$ cat config.mk
export PLATFORM = sky130hd
export DESIGN_NAME = rv_fetch
export DESIGN_NICKNAME = d
export VERILOG_FILES = /design/src/rtl/rv_fetch.sv
export SDC_FILE = /design/constraint.sdc
export NUM_CORES = 1
export LEC_CHECK = 0
export CAP_MARGIN = 20
export CORE_ASPECT_RATIO = 1.4
export CORE_MARGIN = 3
export CORE_UTILIZATION = 33
export CTS_CLUSTER_DIAMETER = 60
export DETAILED_ROUTE_END_ITERATION = 16
export GPL_ROUTABILITY_DRIVEN = 0
export PLACE_DENSITY_LB_ADDON = 0.2
export SETUP_SLACK_MARGIN = 0.5
export SYNTH_ARGS = -nofsm -noshare
export SYNTH_HDL_FRONTEND = slang
export SYNTH_SLANG_ARGS = --single-unit
$ cat constraint.sdc
create_clock -name clk_i -period 3.93 [get_ports clk_i]
set_input_delay 0.786 -clock clk_i [delete_from_list [all_inputs] [get_ports clk_i]]
set_output_delay 0.786 -clock clk_i [all_outputs]
set_load 0.05 [all_outputs]
$ cat src/rtl/rv_fetch.sv
// rtl/rv_fetch.sv - instruction fetch stage: PC generation, pipelined imem reads, 2-entry fetch buffer, redirect flush
module rv_fetch #(
    parameter logic [31:0] g_RESET_VECTOR = 32'h0000_0000
) (
    input  logic        clk_i,
    input  logic        rst_n_i,
    output logic [31:0] im_addr_o,
    output logic        im_rd_o,
    input  logic        im_busy_i,
    input  logic [31:0] im_data_i,
    input  logic        im_valid_i,
    output logic [31:0] f_ir_o,
    output logic [31:0] f_pc_o,
    output logic        f_valid_o,
    input  logic        f_stall_i,
    input  logic        x_bra_i,
    input  logic [31:0] x_pc_bra_i
);

    // next fetch address
    logic [31:0] r_pc_next;

    // FIFO of issued PCs whose responses are still outstanding
    logic [31:0] r_pcq_pc [2];
    logic        r_pcq_rd;
    logic        r_pcq_wr;
    logic [1:0]  r_pcq_cnt;

    // FIFO of {pc, ir} pairs waiting for decode
    logic [31:0] r_oq_pc [2];
    logic [31:0] r_oq_ir [2];
    logic        r_oq_rd;
    logic        r_oq_wr;
    logic [1:0]  r_oq_cnt;

    // responses still in flight from a flushed path
    logic [1:0]  r_drop_cnt;

    logic [2:0]  w_credit;
    logic        w_issue;
    logic        w_oq_pop;
    logic        w_oq_push;
    logic        w_resp_drop;
    logic        w_resp_take;
    logic        w_resp_any;
    logic [31:0] w_pcq_head;
    logic [31:0] w_target;
    logic [2:0]  w_drop_sum;

    assign f_valid_o = (r_oq_cnt != 2'd0);
    assign f_ir_o    = r_oq_ir[r_oq_rd];
    assign f_pc_o    = r_oq_pc[r_oq_rd];
    assign w_oq_pop  = f_valid_o && !f_stall_i;

    // Slots are counted after this cycle's decode pop so that a 1-cycle
    // memory sustains one instruction per cycle; every outstanding request
    // (live or to-be-dropped) still owns a buffer slot when it returns.
    assign w_credit  = 3'(r_pcq_cnt) + 3'(r_oq_cnt) + 3'(r_drop_cnt) - 3'(w_oq_pop);

    // reset gates the request combinationally so it drops the instant reset asserts
    assign im_rd_o   = rst_n_i && !x_bra_i && (w_credit < 3'd2);
    assign im_addr_o = r_pc_next;
    assign w_issue   = im_rd_o && !im_busy_i;

    // a response either belongs to a flushed path or to the pcq head;
    // a response with neither is a protocol error and is ignored
    assign w_resp_drop = im_valid_i && (r_drop_cnt != 2'd0);
    assign w_resp_take = im_valid_i && (r_drop_cnt == 2'd0) && (r_pcq_cnt != 2'd0);
    assign w_resp_any  = w_resp_drop || w_resp_take;
    assign w_oq_push   = w_resp_take && !x_bra_i;
    assign w_pcq_head  = r_pcq_pc[r_pcq_rd];

    assign w_target    = x_pc_bra_i & 32'hFFFF_FFFC;

    // on redirect, everything still outstanding after this cycle's response must be discarded
    assign w_drop_sum  = 3'(r_drop_cnt) + 3'(r_pcq_cnt) - 3'(w_resp_any);

    // next-PC register: redirect target or sequential +4 on each accepted request
    always_ff @(posedge clk_i or negedge rst_n_i) begin
        if (!rst_n_i) begin
            r_pc_next <= g_RESET_VECTOR;
        end else if (x_bra_i) begin
            r_pc_next <= w_target;
        end else if (w_issue) begin
            r_pc_next <= r_pc_next + 32'd4;
        end
    end

    // issued-PC queue: push on acceptance, pop on a live response, flush on redirect
    always_ff @(posedge clk_i or negedge rst_n_i) begin
        if (!rst_n_i) begin
            for (int i = 0; i < 2; i++) begin
                r_pcq_pc[i] <= 32'd0;
            end
            r_pcq_rd  <= 1'b0;
            r_pcq_wr  <= 1'b0;
            r_pcq_cnt <= 2'd0;
        end else if (x_bra_i) begin
            r_pcq_rd  <= 1'b0;
            r_pcq_wr  <= 1'b0;
            r_pcq_cnt <= 2'd0;
        end else begin
            if (w_issue) begin
                r_pcq_pc[r_pcq_wr] <= r_pc_next;
                r_pcq_wr           <= ~r_pcq_wr;
            end
            if (w_resp_take) begin
                r_pcq_rd <= ~r_pcq_rd;
            end
            case ({w_issue, w_resp_take})
                2'b10:   r_pcq_cnt <= r_pcq_cnt + 2'd1;
                2'b01:   r_pcq_cnt <= r_pcq_cnt - 2'd1;
                default: r_pcq_cnt <= r_pcq_cnt;
            endcase
        end
    end

    // output queue: pair response with its PC, pop when decode takes it, flush on redirect
    always_ff @(posedge clk_i or negedge rst_n_i) begin
        if (!rst_n_i) begin
            for (int i = 0; i < 2; i++) begin
                r_oq_pc[i] <= 32'd0;
                r_oq_ir[i] <= 32'd0;
            end
            r_oq_rd  <= 1'b0;
            r_oq_wr  <= 1'b0;
            r_oq_cnt <= 2'd0;
        end else if (x_bra_i) begin
            r_oq_rd  <= 1'b0;
            r_oq_wr  <= 1'b0;
            r_oq_cnt <= 2'd0;
        end else begin
            if (w_oq_push) begin
                r_oq_pc[r_oq_wr] <= w_pcq_head;
                r_oq_ir[r_oq_wr] <= im_data_i;
                r_oq_wr          <= ~r_oq_wr;
            end
            if (w_oq_pop) begin
                r_oq_rd <= ~r_oq_rd;
            end
            case ({w_oq_push, w_oq_pop})
                2'b10:   r_oq_cnt <= r_oq_cnt + 2'd1;
                2'b01:   r_oq_cnt <= r_oq_cnt - 2'd1;
                default: r_oq_cnt <= r_oq_cnt;
            endcase
        end
    end

    // discard counter: grows by the flushed in-flight count, shrinks per discarded response
    always_ff @(posedge clk_i or negedge rst_n_i) begin
        if (!rst_n_i) begin
            r_drop_cnt <= 2'd0;
        end else if (x_bra_i) begin
            r_drop_cnt <= w_drop_sum[1:0];
        end else if (w_resp_drop) begin
            r_drop_cnt <= r_drop_cnt - 2'd1;
        end
    end

endmodule

==> parameters.txt, run 1 <==
Parameter                              Value

Synthesis
  Post-synthesis sequential element count ... around 220
  Synthesized instance count ... about 850
  Distinct cell type count after synthesis ... 39
  Synth warnings ... 0
  Avg Inst Size Synth ... between 10 and 15 um^2
  Register area share after synthesis ... 0.552
  Post-Synthesis Cell Area ... 10,100 um^2

Floorplanning
  Die Ht ... around 210 um
  Total Die Area ... ~33,000 um^2
  Total number of placement rows ... 75
  Area of the core ... approximately 30,000 um^2
  Width of the die ... between 150 and 200 um
  Starting Density ... 0.337
  Boundary pin count ... about 170

Cells and area
  Syn-to-layout area delta ... 32.5%
  Antenna Diode Count ... 0
  Layout cells sized above 1 ... 0.268
  Highest-count cells in the layout ignoring fill and taps ... sky130_fd_sc_hd__dfrtp_1 (222), sky130_fd_sc_hd__clkdlybuf4s50_1 (157), sky130_fd_sc_hd__mux2_2 (152)
  Most common cell after layout, fill and taps aside ... sky130_fd_sc_hd__dfrtp_1
  Final nets ... approximately 1,100

Timing
  Clock tree skew after final layout ... ~0.013 ns
  Actual slew at the worst max-slew pin ... approximately 0.9 ns
  Final-report setup violation count ... 0
  RSZ-0062 raised after global routing ... true
  Final slew viol count ... 0
  Setup slack of the critical path after layout ... approximately 0.46 ns
  Final worst-path cycle share ... 0.884
  Hold Vio Cnt, Final ... 0
  Clock period minus final worst setup slack ... 3.47 ns
  Final setup TNS ... 0 ns
  Peak Freq ... between 200 and 300 MHz
  Worst rel slew slack ... 0.414
  Final hold slack ... about 0.099 ns

CTS
  Clock buffers created by TritonCTS ... 25
  CTS tree ... yes
  Clock latency at the later pin of the worst-skew pair ... about 0.52 ns
  Post-CTS clock slew at the launch and capture registers of the worst setup and hold paths ... about 0.060 ns
  Cell at the root of the clock tree ... sky130_fd_sc_hd__clkbuf_16
  Clock sink count ... approximately 220
  Maximum level of the CTS H-tree ... 1
  Clock Path Buffers ... 3

GRT
  Largest net degree at the start of global routing ... around 160
  GRT Total Usage ... 0.147
  First-pass GRT wire length ... ~40,000 um
  Number of global-route vias before repair ... roughly 7,200
  Remaining Overflow, GRT ... 0
  Number of antenna violations at the first check in global routing ... 0

Route
  Total Wirelength ... 25,000 um
  DR WL/cell ... around 18 um
  Met2 WL post-DR ... ~12,000 um
  Total via count after detailed routing ... roughly 7,000
  Amount of wire on met3 after detailed routing ... about 1100 um
  Starting DRT DRC Count ... between 200 and 300
  DR pass1 iterations ... 6
  Remaining design rule violation count ... 0
  Wire length the detailed router placed on met1 ... between 10,000 and 15,000 um
  Post-DR vias/cell ... just under 5
  Final ANT Viol Nets ... 0
  Uppermost layer routed ... met4

Setup path
  Worst Path Required ... between 4 and 5 ns
  Worst path arrival time ... between 3 and 4 ns
  Setup slack, reg-to-reg ... about 0.46 ns
  Critical Path Sink Type ... register
  Largest driver fanout on the critical path ... 8
  Critical path class ... reg2reg
  Critical path startpoint category ... register

Power and ir drop
  Leak Pwr ... 6.00 nW
  Max VDD drop ... around 0.00028 V
  Pwr Density ... around 630 nW/um^2

Run status
  Result of the run ... completed

Placed design
  HPWL after DPL ... between 15,000 and 20,000 um
  Worst-case setup slack after placement ... -0.149 ns
  Total of buffers placed on input and output ports ... about 160

Job
  Count of maximum capacitance violations ... 0

Hold path
  Class of the tightest hold or removal check ... in2async
==> final timing paths <==
check                                  start           end  cells past startpoint
worst max-delay path             r_oq_cnt[0]  r_pcq_pc[35]                     13
worst min-delay path                 rst_n_i   r_oq_ir[32]                      1
worst max register to register   r_oq_cnt[0]  r_pcq_pc[35]                     13
worst min register to register  r_pcq_pc[29]  r_pcq_pc[29]                      2
max in group asynchronous            rst_n_i       r_oq_rd                      2
min in group clk_i              r_pcq_pc[29]  r_pcq_pc[29]                      2
==> per-layer routing <==
metal  vias up  track usage
li1       3334            -
met1      3469        0.199
met2       156        0.249
met3        29       0.0218
met4         0       0.0387
met5         -            0
==> Yosys cell counts (all sizes together) <==
cell type / number / share of area
and3: 8 / 0.0049
o211ai: 9 / 0.0067
mux2: 182 / 0.20
nor3: 6 / 0.0030
nand2: 47 / 0.017
or2: 1 / 0.00062
dfrtp: 224 / 0.55
a221o: 4 / 0.0039
xnor3: 1 / 0.0022
fa: 1 / 0.0020
ha: 8 / 0.0099
a21boi: 1 / 0.00074
mux2i: 33 / 0.033
nor4: 5 / 0.0031
o21ai: 22 / 0.011
nor4b: 1 / 0.00086
and2: 1 / 0.00062
nand3: 17 / 0.0084
clkbuf: 41 / 0.015
xor2: 11 / 0.0095
xnor2: 13 / 0.011
nand4: 9 / 0.0055
a211oi: 2 / 0.0015
or4: 7 / 0.0059
nor3b: 2 / 0.0015
nand2b: 2 / 0.0012
a21oi: 70 / 0.035
or3: 2 / 0.0012
inv: 15 / 0.0055
o311ai: 9 / 0.0078
o31ai: 1 / 0.00074
buf: 13 / 0.0070
nor2: 75 / 0.028
a21o: 2 / 0.0015
conb: 1 / 0.00037
==> registers in the layout, summed over array words and instances (netlist names) <==
signal      flops
im_addr_o      30
r_drop_cnt      2
r_oq_cnt        2
r_oq_ir        64
r_oq_pc        60
r_oq_rd         1
r_oq_wr         1
r_pcq_cnt       2
r_pcq_pc       60
r_pcq_rd        1
r_pcq_wr        1
==> area by class of cell <==
cell class              instances  area (um^2)
fillers                      2818        16700
flip-flops and latches        224         5610
multi-input cells             556         4490
repair buffers                200         2070
clock buffers                  34          679
well taps                     385          482
clock inverters                 7         66.3
inverters                      15         56.3
==> report_power, final <==
part	total, mW	switching (mW)	internal, mW
clock network	2.17	0.907	1.27
registers	3.15	0.319	2.83
logic	3.14	1.78	1.36
total	8.46	3.01	5.46
==> worst max-delay path: stages (launching register included) <==
cell and delay [ns]:
sky130_fd_sc_hd__dfrtp_1 0.39, sky130_fd_sc_hd__inv_2 0.12, sky130_fd_sc_hd__a21oi_4 0.08, sky130_fd_sc_hd__ha_4 0.16
sky130_fd_sc_hd__fa_1 0.52, sky130_fd_sc_hd__inv_2 0.05, sky130_fd_sc_hd__ha_4 0.14, sky130_fd_sc_hd__xnor3_1 0.22
sky130_fd_sc_hd__buf_4 0.15, sky130_fd_sc_hd__or4_4 0.53, sky130_fd_sc_hd__buf_12 0.16, sky130_fd_sc_hd__nor2_4 0.26
sky130_fd_sc_hd__clkbuf_16 0.24, sky130_fd_sc_hd__mux2_4 0.30
==> timing repair <==
item | 4_1_cts | 5_1_grt
gates cloned | 0 | 3
pin swaps | 5 | 2
setup endpoints to repair | 32 | 32
resized for setup | 12 | 36
buffers inserted | 8 | 5
hold buffers | 0 | 0
==> logic make-up (layout without fill, tap and decap cells) <==
family / count (synthesis) / count (layout) / synth area share
xor gates and xnor gates: 25 / 25 / 0.0229
DFF: 224 / 224 / 0.552
muxes: 215 / 215 / 0.235
buffers and inverters: 69 / 256 / 0.0277
AOI/OAI and AO/OA: 120 / 120 / 0.0682
other: 1 / 4 / 0.000370
and+or+nand+nor: 183 / 183 / 0.0820
adders and majority gates: 9 / 9 / 0.0118
==> stage by stage <==
stage	total power [mW]	utilization	instances	instance area, um^2
3_3_place_gp	6.12	0.410	1364	12400
6_report	8.46	0.446	1421	13400
2_1_floorplan	5.15	-	849	10200
3_5_place_dp	6.17	0.410	1364	12400
5_1_grt	8.93	0.446	1421	13400
4_1_cts	8.44	0.439	1413	13200
No activity file was read; power rests on OpenSTA's default activity.
==> run 2: changes to the inputs <==
--- a/config.mk
+++ b/config.mk
@@ -5,7 +5,7 @@
 export SDC_FILE = /design/constraint.sdc
 export NUM_CORES = 1
 export LEC_CHECK = 0
-export CAP_MARGIN = 20
+export CAP_MARGIN = 30
 export CORE_ASPECT_RATIO = 1.4
 export CORE_MARGIN = 3
 export CORE_UTILIZATION = 33
==> results of run 2 <==
No change in the layout: final DEF, timing and power equal those of run 1.
==> RTL edit: new RTL, flow settings as in run 1 <==
Make the reset (`rst_n_i`) synchronous in 4 clocked blocks.
--- a/src/rtl/rv_fetch.sv
+++ b/src/rtl/rv_fetch.sv
@@ -76,7 +76,7 @@
     assign w_drop_sum  = 3'(r_drop_cnt) + 3'(r_pcq_cnt) - 3'(w_resp_any);
 
     // next-PC register: redirect target or sequential +4 on each accepted request
-    always_ff @(posedge clk_i or negedge rst_n_i) begin
+    always_ff @(posedge clk_i) begin
         if (!rst_n_i) begin
             r_pc_next <= g_RESET_VECTOR;
         end else if (x_bra_i) begin
@@ -87,7 +87,7 @@
     end
 
     // issued-PC queue: push on acceptance, pop on a live response, flush on redirect
-    always_ff @(posedge clk_i or negedge rst_n_i) begin
+    always_ff @(posedge clk_i) begin
         if (!rst_n_i) begin
             for (int i = 0; i < 2; i++) begin
                 r_pcq_pc[i] <= 32'd0;
@@ -116,7 +116,7 @@
     end
 
     // output queue: pair response with its PC, pop when decode takes it, flush on redirect
-    always_ff @(posedge clk_i or negedge rst_n_i) begin
+    always_ff @(posedge clk_i) begin
         if (!rst_n_i) begin
             for (int i = 0; i < 2; i++) begin
                 r_oq_pc[i] <= 32'd0;
@@ -147,7 +147,7 @@
     end
 
     // discard counter: grows by the flushed in-flight count, shrinks per discarded response
-    always_ff @(posedge clk_i or negedge rst_n_i) begin
+    always_ff @(posedge clk_i) begin
         if (!rst_n_i) begin
             r_drop_cnt <= 2'd0;
         end else if (x_bra_i) begin
Function: differs if rst_n_i is asserted again (counterexample within 4 cycles, from zero or initial values and one cycle with rst_n_i low); with rst_n_i held inactive, the same outputs for 4 cycles.
==> RTL edit against run 1 <==
- sequential cell count up 2
- worst setup slack better by 130 ps
- fmax is 3.9% higher
- design area is 1.4% lower
- area after synthesis grew 0.37%
- wire length is 0.94% lower
- largest cell class unchanged
Power is not compared: it rests on default switching activity, and its combinational part moved more than twofold at a synthesized area within 25%.
==> RTL edit: results (changes against run 1) <==
.. list-table::
   :header-rows: 1

   * - Metric
     - Value
   * - TritonRoute pass-1 iters
     - 5 (was 6)
   * - Number of global-route vias before repair
     - 6,844 (was 7,239)
   * - Signal buffers
     - 193 (was 200)
   * - Fraction of area in multi-input gates
     - 27.2% (was 33.4%)
   * - Share of synthesized flip-flops with an asynchronous set or reset
     - 0% (was 100%)
   * - Number of enable flip-flop cells after synthesis
     - 184 (was 0)
   * - Detailed router's first-iteration violation count
     - 356 (was 258)
   * - GRT met1 Usage
     - 18.0% (was 19.9%)
   * - Status
     - finished clean (unchanged)
   * - Type of the worst min-delay path
     - reg -> reg (was in -> async)
   * - Maximum number of pins on one net before global-route repair
     - 63 (was 159)
   * - Met3 global-route usage
     - 2.95% (was 2.18%)
   * - Worst slack, placed
     - 110 ps (was -149 ps)
   * - Max-Slew Margin vs Limit
     - 49.4% (was 41.4%)
   * - Filler Cells Inserted
     - 2,862 (was 2,818)
   * - Met2 usage
     - 26.4% (was 24.9%)
   * - Reg-to-Reg Start
     - r_oq_cnt[1] (was r_oq_cnt[0])
   * - R2r setup slk
     - 740 ps (was 460 ps)
   * - Mux cell area share after synthesis
     - 10.3% (was 23.5%)
   * - Number of multi-input logic gates
     - 525 (was 556)
   * - Fraction of area in non-clock buffers
     - 14.7% (was 15.4%)
   * - All-Layer GR Usage
     - 14.6% (was 14.7%)
   * - Post-CTS Setup Inserts
     - 2 (was 8)
   * - Post-synthesis cell type count
     - 50 (was 39)
   * - Inserted Clock Buffers
     - 24 (was 25)
   * - Global-route wire length before repair
     - 38,400 um (was 39,600 um)
   * - Data arrival at the endpoint of the critical path
     - 2560 ps (was 3870 ps)
==> RTL edit: metrics by stage <==
| step | instances | instance area, um2 |
|---|---|---|
| global route | 1392 | 13300 |
| global placement | 1346 | 12500 |
| CTS | 1392 | 13300 |
| detailed placement | 1346 | 12500 |
| floorplan | 827 | 10300 |
| finish | 1392 | 13300 |
==> RTL edit: worst max-delay path by stage <==
stage / endpoint / from / slack, ps
6_report: im_rd_o / f_stall_i / 590
5_1_grt: im_rd_o / f_stall_i / 510
4_1_cts: im_rd_o / f_stall_i / 510
3_5_place_dp: im_addr_o[17] / f_stall_i / 110
3_3_place_gp: im_addr_o[17] / f_stall_i / 100
2_1_floorplan: r_pcq_pc[0][10] / f_stall_i / 260
==> RTL edit: worst register-to-register path: cells and delay by family (launching register included) <==
family | cells | cell delay, ps
xor+xnor | 1 | 250
flops | 1 | 360
compound gates | 1 | 130
simple gates | 2 | 350
buf+inv | 5 | 760
mux | 1 | 310
fa+ha+maj | 3 | 960
